===== src/rtl/serial_add_sequencer_pkg.sv =====
//------------------------------------------------------------------------------
// serial_add_sequencer_pkg
// Shared FSM encoding, default sizing and FIFO occupancy helper.
// Revision: 1.0
//------------------------------------------------------------------------------
`default_nettype none

package serial_add_sequencer_pkg;

    localparam int DEFAULT_WIDTH = 4;
    localparam int DEFAULT_LAT   = DEFAULT_WIDTH + 1;

    typedef enum logic [1:0] {
        ST_IDLE    = 2'd0,
        ST_LAUNCH  = 2'd1,
        ST_WAIT    = 2'd2,
        ST_CAPTURE = 2'd3
    } seq_state_e;

    function automatic logic [1:0] fifo_count_next(
        input logic [1:0] count,
        input logic       push,
        input logic       pop
    );
        logic [1:0] nxt;
        nxt = count;
        case ({push, pop})
            2'b10:   nxt = count + 2'd1;
            2'b01:   nxt = count - 2'd1;
            default: nxt = count;
        endcase
        return nxt;
    endfunction

endpackage

`default_nettype wire


===== src/rtl/operand_fifo2.sv =====
//------------------------------------------------------------------------------
// operand_fifo2
// Two-entry operand FIFO with registered not-full and head-valid flags.
// Revision: 1.0
//------------------------------------------------------------------------------
`default_nettype none

module operand_fifo2
    import serial_add_sequencer_pkg::*;
#(
    parameter int DW = 9
) (
    input  logic          clk,
    input  logic          rst,
    input  logic          push_i,
    input  logic [DW-1:0] data_i,
    input  logic          pop_i,
    output logic [DW-1:0] data_o,
    output logic          ready_o,
    output logic          valid_o,
    output logic          nonempty_o
);

    logic [DW-1:0] mem_q [2];
    logic          wr_ptr_q;
    logic          rd_ptr_q;
    logic [1:0]    count_q;
    logic [1:0]    count_d;
    logic          ready_q;
    logic          valid_q;
    logic          do_push;
    logic          do_pop;

    always_comb begin
        do_push = push_i && ready_q;
        do_pop  = pop_i && (count_q != 2'd0);
        count_d = fifo_count_next(count_q, do_push, do_pop);
    end

    always_ff @(posedge clk) begin
        if (rst) begin
            wr_ptr_q <= 1'b0;
            rd_ptr_q <= 1'b0;
            count_q  <= 2'd0;
            ready_q  <= 1'b1;
            valid_q  <= 1'b0;
        end else begin
            if (do_push) begin
                wr_ptr_q <= ~wr_ptr_q;
            end
            if (do_pop) begin
                rd_ptr_q <= ~rd_ptr_q;
            end
            count_q <= count_d;
            ready_q <= (count_d != 2'd2);
            // A word written into an empty FIFO is offered one cycle later.
            valid_q <= (count_d != 2'd0) && (count_q != 2'd0);
        end
    end

    always_ff @(posedge clk) begin
        if (do_push) begin
            mem_q[wr_ptr_q] <= data_i;
        end
    end

    assign data_o     = mem_q[rd_ptr_q];
    assign ready_o    = ready_q;
    assign valid_o    = valid_q;
    assign nonempty_o = (count_q != 2'd0);

endmodule

`default_nettype wire


===== src/rtl/serial_add_sequencer.sv =====
//------------------------------------------------------------------------------
// serial_add_sequencer
// Buffers operand pairs, launches an external serial adder and holds results.
// Revision: 1.0
//------------------------------------------------------------------------------
`default_nettype none

module serial_add_sequencer
    import serial_add_sequencer_pkg::*;
#(
    parameter int WIDTH = DEFAULT_WIDTH,
    parameter int LAT   = WIDTH + 1
) (
    input  logic             clk,
    input  logic             rst,
    input  logic             in_valid,
    output logic             in_ready,
    input  logic [WIDTH-1:0] in_a,
    input  logic [WIDTH-1:0] in_b,
    input  logic             in_cin,
    output logic             add_start,
    output logic [WIDTH-1:0] add_a,
    output logic [WIDTH-1:0] add_b,
    output logic             add_cin,
    input  logic [WIDTH-1:0] add_sum,
    input  logic             add_cout,
    output logic             res_valid,
    input  logic             res_ready,
    output logic [WIDTH-1:0] res_sum,
    output logic             res_cout,
    output logic             busy
);

    localparam int FIFO_DW = WIDTH * 2 + 1;
    localparam int CNT_W   = $clog2(LAT + 1);

    seq_state_e       state_q;
    logic [CNT_W-1:0] cnt_q;
    logic             add_start_q;
    logic [WIDTH-1:0] add_a_q;
    logic [WIDTH-1:0] add_b_q;
    logic             add_cin_q;
    logic             res_valid_q;
    logic [WIDTH-1:0] res_sum_q;
    logic             res_cout_q;

    logic [FIFO_DW-1:0] fifo_head;
    logic               fifo_ready;
    logic               fifo_valid;
    logic               fifo_nonempty;
    logic [WIDTH-1:0]   head_a;
    logic [WIDTH-1:0]   head_b;
    logic               head_cin;
    logic               res_fire;
    logic               launch_ok;

    operand_fifo2 #(
        .DW(FIFO_DW)
    ) u_fifo (
        .clk        (clk),
        .rst        (rst),
        .push_i     (in_valid),
        .data_i     ({in_cin, in_b, in_a}),
        .pop_i      (launch_ok),
        .data_o     (fifo_head),
        .ready_o    (fifo_ready),
        .valid_o    (fifo_valid),
        .nonempty_o (fifo_nonempty)
    );

    assign {head_cin, head_b, head_a} = fifo_head;

    // A held result that is draining this cycle does not block the next launch.
    assign res_fire  = res_valid_q && res_ready;
    assign launch_ok = (state_q == ST_IDLE) && fifo_valid && (!res_valid_q || res_ready);

    always_ff @(posedge clk) begin
        if (rst) begin
            state_q     <= ST_IDLE;
            cnt_q       <= '0;
            add_start_q <= 1'b0;
            add_a_q     <= '0;
            add_b_q     <= '0;
            add_cin_q   <= 1'b0;
            res_valid_q <= 1'b0;
            res_sum_q   <= '0;
            res_cout_q  <= 1'b0;
        end else begin
            add_start_q <= 1'b0;
            if (res_fire) begin
                res_valid_q <= 1'b0;
            end
            case (state_q)
                ST_IDLE: begin
                    if (launch_ok) begin
                        state_q     <= ST_LAUNCH;
                        add_start_q <= 1'b1;
                        add_a_q     <= head_a;
                        add_b_q     <= head_b;
                        add_cin_q   <= head_cin;
                    end
                end
                ST_LAUNCH: begin
                    if (LAT > 1) begin
                        cnt_q   <= CNT_W'(LAT - 1);
                        state_q <= ST_WAIT;
                    end else begin
                        state_q <= ST_CAPTURE;
                    end
                end
                ST_WAIT: begin
                    if (cnt_q <= CNT_W'(1)) begin
                        cnt_q   <= '0;
                        state_q <= ST_CAPTURE;
                    end else begin
                        cnt_q <= cnt_q - CNT_W'(1);
                    end
                end
                ST_CAPTURE: begin
                    res_sum_q   <= add_sum;
                    res_cout_q  <= add_cout;
                    res_valid_q <= 1'b1;
                    state_q     <= ST_IDLE;
                end
                default: begin
                    state_q <= ST_IDLE;
                end
            endcase
        end
    end

    assign in_ready  = fifo_ready;
    assign add_start = add_start_q;
    assign add_a     = add_a_q;
    assign add_b     = add_b_q;
    assign add_cin   = add_cin_q;
    assign res_valid = res_valid_q;
    assign res_sum   = res_sum_q;
    assign res_cout  = res_cout_q;
    assign busy      = (state_q != ST_IDLE) || fifo_nonempty;

endmodule

`default_nettype wire

===== config.mk =====
export PLATFORM = sky130hd
export DESIGN_NAME = serial_add_sequencer
export DESIGN_NICKNAME = d
export VERILOG_FILES = /design/src/rtl/serial_add_sequencer_pkg.sv /design/src/rtl/operand_fifo2.sv /design/src/rtl/serial_add_sequencer.sv
export SDC_FILE = /design/constraint.sdc
export NUM_CORES = 1
export LEC_CHECK = 0
export ABC_AREA = 1
export CAP_MARGIN = 40
export CORE_MARGIN = 2
export CORE_UTILIZATION = 45
export CTS_CLUSTER_DIAMETER = 200
export DETAILED_ROUTE_END_ITERATION = 10
export HOLD_SLACK_MARGIN = 0.1
export PLACE_DENSITY_LB_ADDON = 0.3
export RECOVER_POWER = 50
export SYNTH_ARGS = -nofsm -noshare
export SYNTH_HDL_FRONTEND = slang
export SYNTH_SLANG_ARGS = --single-unit

===== constraint.sdc =====
create_clock -name clk -period 1.75 [get_ports clk]
set_input_delay 0.35 -clock clk [delete_from_list [all_inputs] [get_ports clk]]
set_output_delay 0.35 -clock clk [all_outputs]
set_load 0.02 [all_outputs]

After elaboration in Yosys (flattened, before gate mapping)

Memory sizes are Yosys's and may differ from the RTL's. A register that Yosys moved wholly into a read port is not among the register bits.
Cells that the tools add are included.

$add $sub $neg: 3
$lt $le $gt $ge: 1
Equal/unequal tests: 8
Mux-type cells: 11
Bitwise logic cells: 3
Reduce and logical (&&, ||, !) cells: 18

Operators by type and width:

| cell                                                                    | count |
|---|---|
| 2-bit nonzero test                                                      | 5 |
| 2-bit case mux with 4 select lines                                      | 1 |
| 2-bit equality test, second input constant                              | 3 |
| 1-bit logical AND                                                       | 6 |
| 3-bit case mux with 2 select lines                                      | 1 |
| 1-bit 2-to-1 mux                                                        | 5 |
| 2-bit by 1-bit equality test with 1-bit output, second input constant   | 2 |
| 2-bit 2-to-1 mux                                                        | 2 |
| 2-bit inequality test, second input constant                            | 2 |
| 2-bit case mux with 2 select lines                                      | 1 |
| 2-bit AND reduction                                                     | 2 |
| 3-bit by 1-bit <= comparator with 1-bit output, second input constant   | 1 |
| 3-bit 2-to-1 mux                                                        | 1 |
| 1-bit inverter                                                          | 3 |
| 3-bit by 1-bit subtractor with 3-bit output, second input constant      | 1 |
| 2-bit by 1-bit adder with 2-bit output, second input constant           | 1 |
| 2-bit zero test                                                         | 1 |
| 1-bit logical OR                                                        | 2 |
| 2-bit by 1-bit inequality test with 1-bit output, second input constant | 1 |
| 2-bit OR reduction                                                      | 1 |
| 2-bit by 1-bit subtractor with 2-bit output, second input constant      | 1 |
| 1-bit zero test                                                         | 1 |

Register bits: 18
Bits in writable memories: 18
Input port bits: 18
Output and inout bits: 18
Logic and storage cells: 56
Memories: 1

Memory list:

| memory       | depth | width | read ports | clocked after Yosys merged registers in | wr ports | RTL line            | RTL |
|---|---|---|---|---|---|---|---|
| u_fifo.mem_q | 2     | 9     | 1          | 1                                       | 1        | operand_fifo2.sv:24 | `logic [DW-1:0] mem_q [2];` |

Longest topological paths before layout

Gate-level depths: netlist of the first run.

Word-level depth: 8
Gate-level depth with buffers: 11
Mapped depth without buffers: 11

By module

Synthesis of the first run repeated with hierarchy kept, for this count alone.

Cell total of the unflattened synthesis: 189
Area total of the unflattened synthesis: 1861.8 µm²

Modules (own cells, without submodules):

| module               | times used | cells an instance | area an instance (µm²) | sequential area each (µm²) |
|---|---|---|---|---|
| operand_fifo2        | 1          | 68                | 947.2                  | 680.7 |
| serial_add_sequencer | 1          | 121               | 914.6                  | 420.4 |

Least setup slack after synthesis of the first run

Ideal clock, no wire load.

Path type: reg2reg
Start: register state_q[0]
End: register u_fifo.ready_q (netlist: u_fifo.ready_o)
Library setup time: 0.120 ns
Arrival: 1.599 ns
Required time: 1.630 ns
Slack: 0.031 ns
Cell stages (with the launch flop): 11
Path buffers: 0
Period minus slack after synthesis: 1.719 ns
Path through: dfxtp_1 > inv_1 > ha_1 > nand3_4 > nor2_1 > ha_1 > inv_1 > nand3_2 > nand2_2 > nand3_2 > or2_1

Word-level cells in the longest chain between the ends: 7
Elaborated cells between the ends (all ways): 8
Those cells by class: eq/ne: 3; mux: 1; reduce/logical: 4

RTL lines:

| element                                                                                      | RTL line                       | RTL |
|---|---|---|
| start: declaration                                                                           | serial_add_sequencer.sv:37     | `seq_state_e state_q;` |
| start signal: assignment                                                                     | serial_add_sequencer.sv:79     | `state_q <= ST_IDLE;` |
| start signal: assignment                                                                     | serial_add_sequencer.sv:96     | `state_q <= ST_LAUNCH;` |
| start signal: assignment                                                                     | serial_add_sequencer.sv:106    | `state_q <= ST_WAIT;` |
| 2-bit zero test (*)                                                                          | serial_add_sequencer.sv:75     | `assign launch_ok = (state_q == ST_IDLE) && fifo_valid && (!res_valid_q \|\| res_ready);` |
| 1-bit logical AND (*) (2 in a row)                                                           | serial_add_sequencer.sv:75     |  |
| 1-bit logical AND (*)                                                                        | operand_fifo2.sv:36            | `do_pop = pop_i && (count_q != 2'd0);` |
| named net u_fifo.do_pop                                                                      | operand_fifo2.sv:32            | `logic do_pop;` |
| 2-bit by 1-bit equality test with 1-bit output / 2-bit equality test (equally long branches) | serial_add_sequencer_pkg.sv:27 | `case ({push, pop})` |
| 2-bit case mux with 2 select lines (*)                                                       | serial_add_sequencer_pkg.sv:27 |  |
| 2-bit inequality test (*)                                                                    | operand_fifo2.sv:55            | `ready_q <= (count_d != 2'd2);` |
| end signal: assignment                                                                       | operand_fifo2.sv:55            |  |
| end: declaration                                                                             | operand_fifo2.sv:29            | `logic ready_q;` |

Mark *: on every way through the listed nets, which the timed path passes. The rest lies on a longest branch.
A chain may end at the register's enable or synchronous reset.

Final worst setup path of the first run

Start: input res_ready
End: register u_fifo.ready_q (netlist: u_fifo.ready_o)

Word-level cells in the longest chain between the ends: 6
Elaborated cells between the ends (all ways): 7
Those cells by class: eq/ne: 3; mux: 1; reduce/logical: 3

RTL lines:

| element                                                                                      | RTL line                       | RTL |
|---|---|---|
| start: declaration                                                                           | serial_add_sequencer.sv:28     | `input logic res_ready,` |
| 1-bit logical OR (*)                                                                         | serial_add_sequencer.sv:75     |  |
| 1-bit logical AND (*)                                                                        | serial_add_sequencer.sv:75     |  |
| 1-bit logical AND (*)                                                                        | operand_fifo2.sv:36            |  |
| named net u_fifo.do_pop                                                                      | operand_fifo2.sv:32            |  |
| 2-bit by 1-bit equality test with 1-bit output / 2-bit equality test (equally long branches) | serial_add_sequencer_pkg.sv:27 |  |
| 2-bit case mux with 2 select lines (*)                                                       | serial_add_sequencer_pkg.sv:27 |  |
| 2-bit inequality test (*)                                                                    | operand_fifo2.sv:55            |  |

Marks and branches as above.

==> flow_summary_export.csv, run 1 <==
group,metric,value,unit
clocking,numCtsBuffers,5,
route,antenna_left,0,
clocking,hold_buffers,0,
critical_path,arrival,1.90,ns
route,routed_wl,3480,um
route,drt_pass1_iterations,4,
critical_path,critPathSlowestCell,"clkdlybuf4s50_1",
grt,overflow,0,
grt,grt_pass1_vias,1332,
sta,relSlewSlack,59.3,%
floorplan,die_y,67.1,um
final_layout,diodes,0,
outcome,status,"complete, no violations",
route,drt-initial-drc-count,58,
route,drc,0,
critical_path,crit_chain,"clkdlybuf4s50_1 > inv_2 > nand2_2 > nand3_4 > nor2_2 > ha_4 > inv_1 > nand3_2 > nand2_2 > nand3_2 > or2_1",
floorplan,start_util,47.9,%
place,gp_congestion,0.696,
sta,rsz0062_at_grt,"true",
route,wl_per_cell,13.0,um
synth,synth_nets,194,
clocking,cts_buffer_depth,2,
synth,syn_avg_cell_area,10.6,um2
grt,grt_pass1_wl,5680,um
critical_path,critPathBufInv,3,
grt,grt_antenna_before_repair,0,
final_layout,nets,244,
place,port_buffers,35,
clocking,cts_max_level,2,
power_and_ir_drop,p_leak,0.927,nW
route,vias_per_cell,4.93,
synth,netlist_area,1790,um2
critical_path,setup.worst_path.class,"in2reg",
critical_path,slowest_delay,0.47,ns
final_layout,final_util,63.5,%
sta,hold_viol_final,0,
power_and_ir_drop,irDropWorstVdd,0.000731,V
final_layout,stdcell_area,2380,um2
grt,grt_usage,17.3,%
sta,period_share,97.8,%
critical_path,critPathTopFamily,"simple AND/OR/NAND/NOR gates",
clocking,cts-root-buf,"clkbuf_8",
floorplan,pin_count,36,
critical_path,required,1.94,ns
clocking,clk_pin_slew_worst_paths,0.08,ns
place,dp_hpwl,2600,um
min_path,hold_class,"reg2reg",
sta,min_period,1.71,ns
job,drv_cap,0,
floorplan,dieArea,4500,um2
floorplan,die_x,67.1,um
sta,slew_violations,0,
critical_path,end_kind,"register",
place,dp_cells,260,
clocking,insertion_delay,0.29,ns
final_layout,syn2layout_area_growth,32.6,%
clocking,cts_tree,"yes",
clocking,cts_sinks,45,
final_layout,stdcell_count,268,
floorplan,num_rows,22,
sta,skew,0.00475,ns
floorplan,coreArea,3740,um2
sta,finalSetupViolCount,0,
synth,yosysSeqAreaShare,60.3,%
power_and_ir_drop,p_per_area,1220,nW/um2
route,vias,1322,
synth,yosys_warnings,0,
sta,worst_pin_slew,0.609,ns
grt,grt_start_max_net_pins,19,
final_layout,layout-drive-gt1-share,15.5,%
synth,syn-instance-count,169,
synth,synth.ff_latch_count,45,
sta,fmax,584,MHz
synth,yosysUniqueCellTypes,28,
critical_path,crit_path_start_kind,"input port",
place,placed_cell_area,2260,um2
critical_path,path_max_fanout,3,
==> synth_stat cells <==
| cell type | count | area share [%] |
|---|---|---|
| dfxtp_1 | 27 | 30 |
| nor2_1 | 20 | 4.2 |
| edfxtp_1 | 18 | 30 |
| a21oi_1 | 16 | 4.5 |
| inv_1 | 16 | 3.4 |
| nand2_1 | 15 | 3.1 |
| o21ai_0 | 14 | 3.9 |
| mux2i_1 | 9 | 5.0 |
| ha_1 | 7 | 4.9 |
| nand3_1 | 5 | 1.4 |
| nand2_2 | 3 | 1.0 |
| nand3_2 | 2 | 1.1 |
| o21bai_1 | 2 | 0.84 |
| a21oi_2 | 1 | 0.49 |
| buf_2 | 1 | 0.28 |
| buf_4 | 1 | 0.42 |
| buf_6 | 1 | 0.63 |
| clkbuf_2 | 1 | 0.28 |
| inv_2 | 1 | 0.21 |
| inv_4 | 1 | 0.35 |
| nand3_4 | 1 | 0.98 |
| nand4_1 | 1 | 0.35 |
| nor3_1 | 1 | 0.28 |
| nor3b_1 | 1 | 0.42 |
| o21ai_1 | 1 | 0.28 |
| o21ai_2 | 1 | 0.49 |
| or2_1 | 1 | 0.35 |
| xnor2_1 | 1 | 0.49 |
==> worst paths after layout <==
kind | from | endpoint | slack (ns) | cells after the start
hold reg to reg | cnt_q[2] | cnt_q[2] | 0.48 | 2
setup reg to reg | state_q[1] | u_fifo.ready_o | 0.08 | 10
setup / recovery | res_ready | u_fifo.ready_o | 0.04 | 11
hold / removal | cnt_q[2] | cnt_q[2] | 0.48 | 2
==> where the power goes <==
group | switching [mW] | internal, mW
registers | 0.0852 | 1.25
logic | 0.519 | 0.429
clock network | 0.331 | 0.275
total | 0.936 | 1.95
==> final cells by class <==
cell class                      instances  area [um2]
Timing Repair Buffer                   47         439
Inverter                               18        70.1
Sequential cell                        45        1080
Tap cell                               48        60.1
Fill cell                             310        1370
Clock buffer                            5        68.8
Clock inverter                          3        17.5
Multi-Input combinational cell        102         639
==> cell families (layout without fill, tap and decap cells) <==
kind of cell,Yosys count,after routing,synth area share [%]
compound gates,35,35,10.5
fa+ha+maj,7,7,4.89
flops,45,45,60.3
mux,9,9,5.03
xor+xnor,1,1,0.489
buf+inv,22,73,5.52
simple gates,50,50,13.3
==> what timing repair did <==
item,4_1_cts,5_1_grt
hold endpoints to repair,0,0
endpoints found under the setup margin,2,1
buffers inserted,0,0
gates cloned,0,0
gates resized for setup,3,3
pin swaps,0,1
==> flip-flops by register name, indices dropped and copies added, names as in the netlist <==
name and flops:
u_fifo.mem_q 18, add_a 4, add_b 4, res_sum 4, cnt_q 3, state_q 2, u_fifo.count_q 2, add_cin 1
add_start 1, res_cout 1, res_valid 1, u_fifo.rd_ptr_q 1, u_fifo.ready_o 1, u_fifo.valid_o 1, u_fifo.wr_ptr_q 1
==> per-layer routing <==
metal  vias up  track usage, %  routed length, um
met5         -               0                  0
met4         0            6.38                 39
met3         6            5.74                163
met2        34            32.2               1830
met1       613            17.8               1450
li1        669               -                  -
==> layout by cell type, fill, tap and decap left out <==
cell,netlist,layout
dfxtp_1,27,27
clkdlybuf4s50_1,0,25
nor2_1,20,19
edfxtp_1,18,18
a21oi_1,16,16
nand2_1,15,15
inv_1,16,15
o21ai_0,14,14
buf_4,1,12
mux2i_1,9,9
dlygate4sd3_1,0,9
nand3_1,5,5
ha_1,7,5
clkbuf_8,0,5
nand2_2,3,3
inv_2,1,2
o21bai_1,2,2
nand3_2,2,2
ha_4,0,2
clkinv_2,0,2
nand3_4,1,1
nor2_2,0,1
nand4_1,1,1
xnor2_1,1,1
or2_1,1,1
nor3b_1,1,1
o21ai_1,1,1
nor3_1,1,1
inv_4,1,1
o21ai_2,1,1
a21oi_2,1,1
clkinvlp_4,0,1
dlygate4sd2_1,0,1
==> through the flow <==
stage	TNS, ns	setup WS (ns)	hold WS (ns)	total power, mW
after global placement	-0.425	-0.236	0.452	2.23
after global routing	-0.0199	-0.0199	0.518	3.08
after floorplan	0	0.0308	0.419	1.90
after detailed placement	-0.631	-0.294	0.467	2.28
final	0	0.0388	0.475	2.89
after CTS	0	0.0123	0.479	2.92
==> worst reg2reg max path, delay by kind of cell, from the launching register on <==
kind | cells | cell delay, ns
adders and majority gates | 2 | 0.40
buffers and inverters | 2 | 0.18
DFF | 1 | 0.32
and+or+nand+nor | 6 | 0.67
No activity file was read; power rests on OpenSTA's default activity.
==> inputs of run 2 (changes only) <==
--- a/config.mk
+++ b/config.mk
@@ -14,6 +14,7 @@
 export HOLD_SLACK_MARGIN = 0.1
 export PLACE_DENSITY_LB_ADDON = 0.3
 export RECOVER_POWER = 50
+export SKIP_CTS_REPAIR_TIMING = 1
 export SYNTH_ARGS = -nofsm -noshare
 export SYNTH_HDL_FRONTEND = slang
 export SYNTH_SLANG_ARGS = --single-unit
==> run 2 against run 1 <==
Global-route usage about the same. Register-to-register slack improved by 0.04 ns. Worst hold slack about the same. Critical path type unchanged. Largest cell class unchanged.
==> flow_summary_export.csv, run 2 (synthesis results as in run 1) <==
group,metric,value,unit
floorplan,die_y,67.1,um
critical_path,end_kind,"register",
final_layout,final_util,63.4,%
place,placed_cell_area,2260,um2
min_path,hold_class,"reg2reg",
final_layout,nets,244,
grt,grt_pass1_vias,1333,
sta,period_share,95.7,%
sta,skew,0.00488,ns
clocking,cts-root-buf,"clkbuf_8",
critical_path,regToRegStartpoint,"state_q[1]",
place,port_buffers,35,
critical_path,arrival,1.86,ns
floorplan,start_util,47.9,%
sta,fmax,597,MHz
place,dp_cells,260,
power_and_ir_drop,p_per_area,1220,nW/um2
grt,globalRoute.busiestLayer,"met2",
sta,fin_setup_tns,0,ns
route,drc,0,
power_and_ir_drop,irDropWorstVdd,0.000731,V
clocking,numCtsBuffers,5,
final_layout,syn2layout_area_growth,32.5,%
final_layout,largest_reg_flops,18,
sta,worst_pin_slew,0.629,ns
sta,finalSetupViolCount,0,
sta,relSlewSlack,58.0,%
final_layout,final_cell_mix,"dfxtp_1, clkdlybuf4s50_1, nor2_1",
final_layout,final_common_cell,"dfxtp_1",
place,gp_congestion,0.696,
place,dp_hpwl,2600,um
grt,grt_use_met1,17.9,%
job,drv_cap,0,
route,wl_per_cell,12.9,um
clocking,cts_buffer_depth,2,
floorplan,die_x,67.1,um
route,drt-initial-drc-count,53,
critical_path,path_max_fanout,3,
grt,grt_antenna_before_repair,0,
sta,min_period,1.67,ns
clocking,insertion_delay,0.29,ns
critical_path,reg2reg_setup_slack,0.12,ns
critical_path,required,1.94,ns
critical_path,r2r_cells,10,
grt,met3_usage,5.74,%
final_layout,diodes,0,
route,vias_per_cell,4.96,
grt,overflow,0,
grt,grt_util_met2,32.2,%
grt,grt_usage,17.3,%
floorplan,num_rows,22,
grt,grt_start_max_net_pins,19,
critical_path,setup.worst_path.class,"in2reg",
clocking,clk_pin_slew_worst_paths,0.08,ns
grt,grt_pass1_wl,5690,um
floorplan,dieArea,4500,um2
power_and_ir_drop,finalPower,2.89,mW
outcome,status,"complete, no violations",
route,drt_pass1_iterations,4,
final_layout,largest_register,"u_fifo.mem_q",
sta,hold_viol_final,0,
min_path,hold_depth,2,
clocking,cts_tree,"yes",
critical_path,crit_path_start_kind,"input port",
sta,rsz0062_at_grt,"false",
route,routed_wl,3470,um
floorplan,coreArea,3740,um2
route,antenna_left,0,
power_and_ir_drop,p_leak,0.923,nW
route,vias,1328,
floorplan,pin_count,36,
min_path,min_to,"cnt_q[2]",
clocking,cts_sinks,45,
final_layout,stdcell_area,2370,um2
final_layout,layout-drive-gt1-share,14.1,%
sta,slew_violations,0,
final_layout,stdcell_count,268,
clocking,cts_max_level,2,
critical_path,rr_endpoint,"u_fifo.ready_o",
min_path,min_from,"cnt_q[2]",
==> run 2: per-stage QoR <==
step | hold slack, ns | setup WS, ns
4_1_cts | 0.479 | -0.271
3_3_place_gp | 0.452 | -0.236
5_1_grt | 0.518 | 0.0289
2_1_floorplan | 0.419 | 0.0308
6_report | 0.475 | 0.0755
3_5_place_dp | 0.467 | -0.294
==> run 2: worst max-delay path by stage <==
stage                     from        endpoint  slack, ns  cells after the start
floorplan           state_q[0]  u_fifo.ready_o       0.03                     10
global placement     res_ready  u_fifo.ready_o      -0.24                     11
detailed placement   res_ready  u_fifo.ready_o      -0.29                     11
CTS                 state_q[0]            busy      -0.27                      4
global route         res_ready  u_fifo.ready_o       0.03                     11
finish               res_ready  u_fifo.ready_o       0.08                     11
==> run 2: power breakdown <==
part	switching, mW	total (mW)	internal [mW]	leakage, nW
logic	0.523	0.952	0.429	0.491
clock network	0.332	0.607	0.275	0.0439
registers	0.0849	1.33	1.25	0.389
total	0.939	2.89	1.95	0.923
==> run 2: area by class of cell <==
type | count | area, um2
fill | 315 | 1370
timing repair buffer | 47 | 432
clock inverter | 3 | 17.5
multi-input combinational | 102 | 644
inverter | 18 | 70.1
tap | 48 | 60.1
sequential | 45 | 1080
clock buffer | 5 | 68.8
==> run 2: layer usage <==
layer | vias up | part of all wire (%)
met2 | 36 | 53
met3 | 6 | 4.8
met4 | 0 | 1.1
met1 | 616 | 41
li1 | 670 | -
met5 | - | 0
==> run 2: critical path, cell delays in order <==
cell and delay (ns):
clkdlybuf4s50_1 0.47, inv_2 0.04, nand2_2 0.07, nand3_4 0.07, nor2_4 0.13, ha_4 0.22
inv_1 0.08, nand3_2 0.08, nand2_2 0.06, nand3_2 0.08, or2_1 0.22
==> inputs of run 3 (changes only) <==
--- a/config.mk
+++ b/config.mk
@@ -5,7 +5,6 @@
 export SDC_FILE = /design/constraint.sdc
 export NUM_CORES = 1
 export LEC_CHECK = 0
-export ABC_AREA = 1
 export CAP_MARGIN = 40
 export CORE_MARGIN = 2
 export CORE_UTILIZATION = 45
==> run 3 against run 2 <==
Utilization increased by 0.39 points. Largest power group unchanged. Clock skew down 0.00095 ns. Non-clock buffer count rose by 6. Synthesized area is 0.70% higher. Sequential share of layout area down 2.5 points. Critical path type is now reg2reg. Total power increased by 22%. Count of clock-buffer cells in the layout did not move. Register-to-register slack got worse by 0.08 ns. Highest routed layer unchanged. Cell area grew 6.0%. Routed wire length grew 4.6%.
==> flow_summary_export.csv, run 3 <==
group,metric,value,unit
sta,fmax,583,MHz
critical_path,reg2reg_setup_slack,0.04,ns
sta,rsz0062_at_grt,"true",
clocking,insertion_delay,0.29,ns
sta,min_period,1.71,ns
place,dp_cells,239,
sta,fin_setup_tns,0,ns
power_and_ir_drop,irDropWorstVdd,0.000872,V
final_layout,stdcell_count,251,
route,drt-initial-drc-count,58,
final_layout,diodes,0,
power_and_ir_drop,p_seq_share,41.3,%
clocking,cts_tree,"yes",
critical_path,required,1.92,ns
floorplan,dieArea,4530,um2
synth,yosysUniqueCellTypes,32,
power_and_ir_drop,p_per_area,1400,nW/um2
synth,netlist_area,1800,um2
route,drt_pass1_iterations,2,
sta,slew_violations,0,
synth,syn-instance-count,146,
job,drv_cap,0,
floorplan,coreArea,3940,um2
floorplan,num_rows,23,
sta,worst_pin_slew,0.646,ns
route,vias_per_cell,4.97,
final_layout,largest_register,"u_fifo.mem_q",
power_and_ir_drop,switching_share,31.6,%
grt,overflow,0,
grt,grt_usage,17.5,%
synth,yosys.area.top_type,"dfxtp_1",
place,dp_hpwl,2610,um
route,wl_per_cell,14.4,um
final_layout,layout-drive-gt1-share,21.9,%
route,routed_wl,3630,um
sta,relSlewSlack,56.9,%
critical_path,startpoint,"state_q[0]",
critical_path,setup.worst_path.class,"reg2reg",
clocking,clk_pin_slew_worst_paths,0.08,ns
grt,grt_antenna_before_repair,0,
clocking,cts-root-buf,"clkbuf_8",
synth,synthTopCellsByCount,"dfxtp_1, nor2_1, edfxtp_1, mux2i_1, a211oi_2",
floorplan,start_util,45.8,%
power_and_ir_drop,comb_power_share,37.3,%
final_layout,final_util,63.8,%
critical_path,critPathCapture,"u_fifo.ready_o",
sta,fin_ws,0.0352,ns
route,antenna_left,0,
critical_path,end_kind,"register",
sta,hold_viol_final,0,
clocking,cts_buffer_depth,2,
synth,synth_top_cell_area_share,30.0,%
synth,synth.ff_latch_count,45,
synth,yosysMostFrequentCell,"dfxtp_1",
grt,grt_pass1_wl,5750,um
final_layout,largest_reg_flops,18,
final_layout,final_cell_mix,"dfxtp_1, clkdlybuf4s50_1, nor2_1",
synth,yosys_warnings,0,
synth,syn_avg_cell_area,12.4,um2
final_layout,syn2layout_area_growth,39.4,%
sta,skew,0.00393,ns
clocking,cts_max_level,2,
power_and_ir_drop,power_frac_clock,21.5,%
outcome,status,"complete, no violations",
sta,period_share,98.0,%
place,dp_slack,-0.477,ns
power_and_ir_drop,switchingPower,1.11,mW
floorplan,die_x,67.3,um
critical_path,regToRegStartpoint,"state_q[0]",
power_and_ir_drop,p_leak,0.904,nW
route,vias,1247,
grt,grt_start_max_net_pins,19,
clocking,numCtsBuffers,5,
clocking,cts_sinks,45,
synth,yosysSeqAreaShare,59.9,%
critical_path,path_max_fanout,2,
critical_path,r2r_cells,9,
final_layout,nets,225,
synth,synthFlopType,"dfxtp_1",
synth,synth-edff-count,18,
floorplan,pin_count,36,
synth,synth_nets,171,
min_path,hold_class,"reg2reg",
critical_path,crit_path_start_kind,"register",
route,drc,0,
power_and_ir_drop,internal-power,2.41,mW
place,port_buffers,35,
floorplan,die_y,67.3,um
place,gp_congestion,0.724,
sta,finalSetupViolCount,0,
critical_path,arrival,1.89,ns
sta,hold_ws,0.495,ns
grt,grt_pass1_vias,1304,
synth,synth_area_leaders,"dfxtp_1, edfxtp_1, mux2i_1",
critical_path,rr_endpoint,"u_fifo.ready_o",
final_layout,final_common_cell,"dfxtp_1",
synth,synth-async-reset-ratio,0,%
min_path,hold_depth,2,
run 3: changes by cell type after synthesis, sizes merged, moves of 5 or more:
cell	before	now
a211oi	0	9
a21oi	17	5
inv	18	6
mux2i	9	14
nand2	18	2
nand3	8	2
o21ai	16	2
run 3: area by class of cell:
type,instances,area [um2]
repair buffers,53,503
multi-input cells,89,733
well taps,50,62.6
clock inverters,3,41.3
clock buffers,5,68.8
inverters,6,22.5
fillers,291,1430
flip-flops and latches,45,1080
run 3: worst min-delay path by stage:
stage              from  endpoint  slack [ns]
2_1_floorplan       rst  add_b[2]        0.41
4_1_cts        cnt_q[1]  cnt_q[1]        0.50
3_3_place_gp   cnt_q[1]  cnt_q[1]        0.47
3_5_place_dp   cnt_q[1]  cnt_q[1]        0.49
5_1_grt        cnt_q[1]  cnt_q[1]        0.54
6_report       cnt_q[1]  cnt_q[1]        0.50
run 3: cells by family after synthesis:
logic type               count (synthesis)  synth area share, %
AND/OR/NAND/NOR                         38                 9.92
adder cells (fa/ha/maj)                  7                 4.85
XOR/XNOR                                 4                 1.94
buffers and inverters                   12                 3.19
AO/OA/AOI/OAI                           26                 12.4
flip-flops                              45                 59.9
multiplexers                            14                 7.77
run 3: per-stage QoR:
| step | cell area (um2) | power [mW] |
|---|---|---|
| after global placement | 2300 | 2.55 |
| after CTS | 2410 | 3.38 |
| after detailed placement | 2300 | 2.62 |
| after floorplan | 1800 | 2.14 |
| after global routing | 2510 | 3.71 |
| final | 2510 | 3.52 |
run 3: critical path, cell delays in order (launching register included):
cell and delay [ns]:
dfxtp_2 0.35, inv_2 0.05, ha_4 0.16, nand3_4 0.09
nor2_4 0.04, ha_4 0.16, xnor2_2 0.13, nor2_1 0.14
xnor2_1 0.10, or3_1 0.36
run 3: power by group through the flow:
stage,logic (mW),clock network [mW],registers (mW)
2_1_floorplan,0.631,0,1.51
3_3_place_gp,1.12,0,1.43
3_5_place_dp,1.17,0,1.45
4_1_cts,1.18,0.770,1.43
5_1_grt,1.42,0.817,1.47
6_report,1.31,0.755,1.45
run 3: metal layers:
metal	share of wire (%)	up-vias	track usage, %	wire, um
li1	-	621	-	-
met1	42	592	20.4	1540
met2	53	29	30.4	1910
met3	3.5	5	4.33	128
met4	1.4	0	7.65	52
met5	0	-	0	0
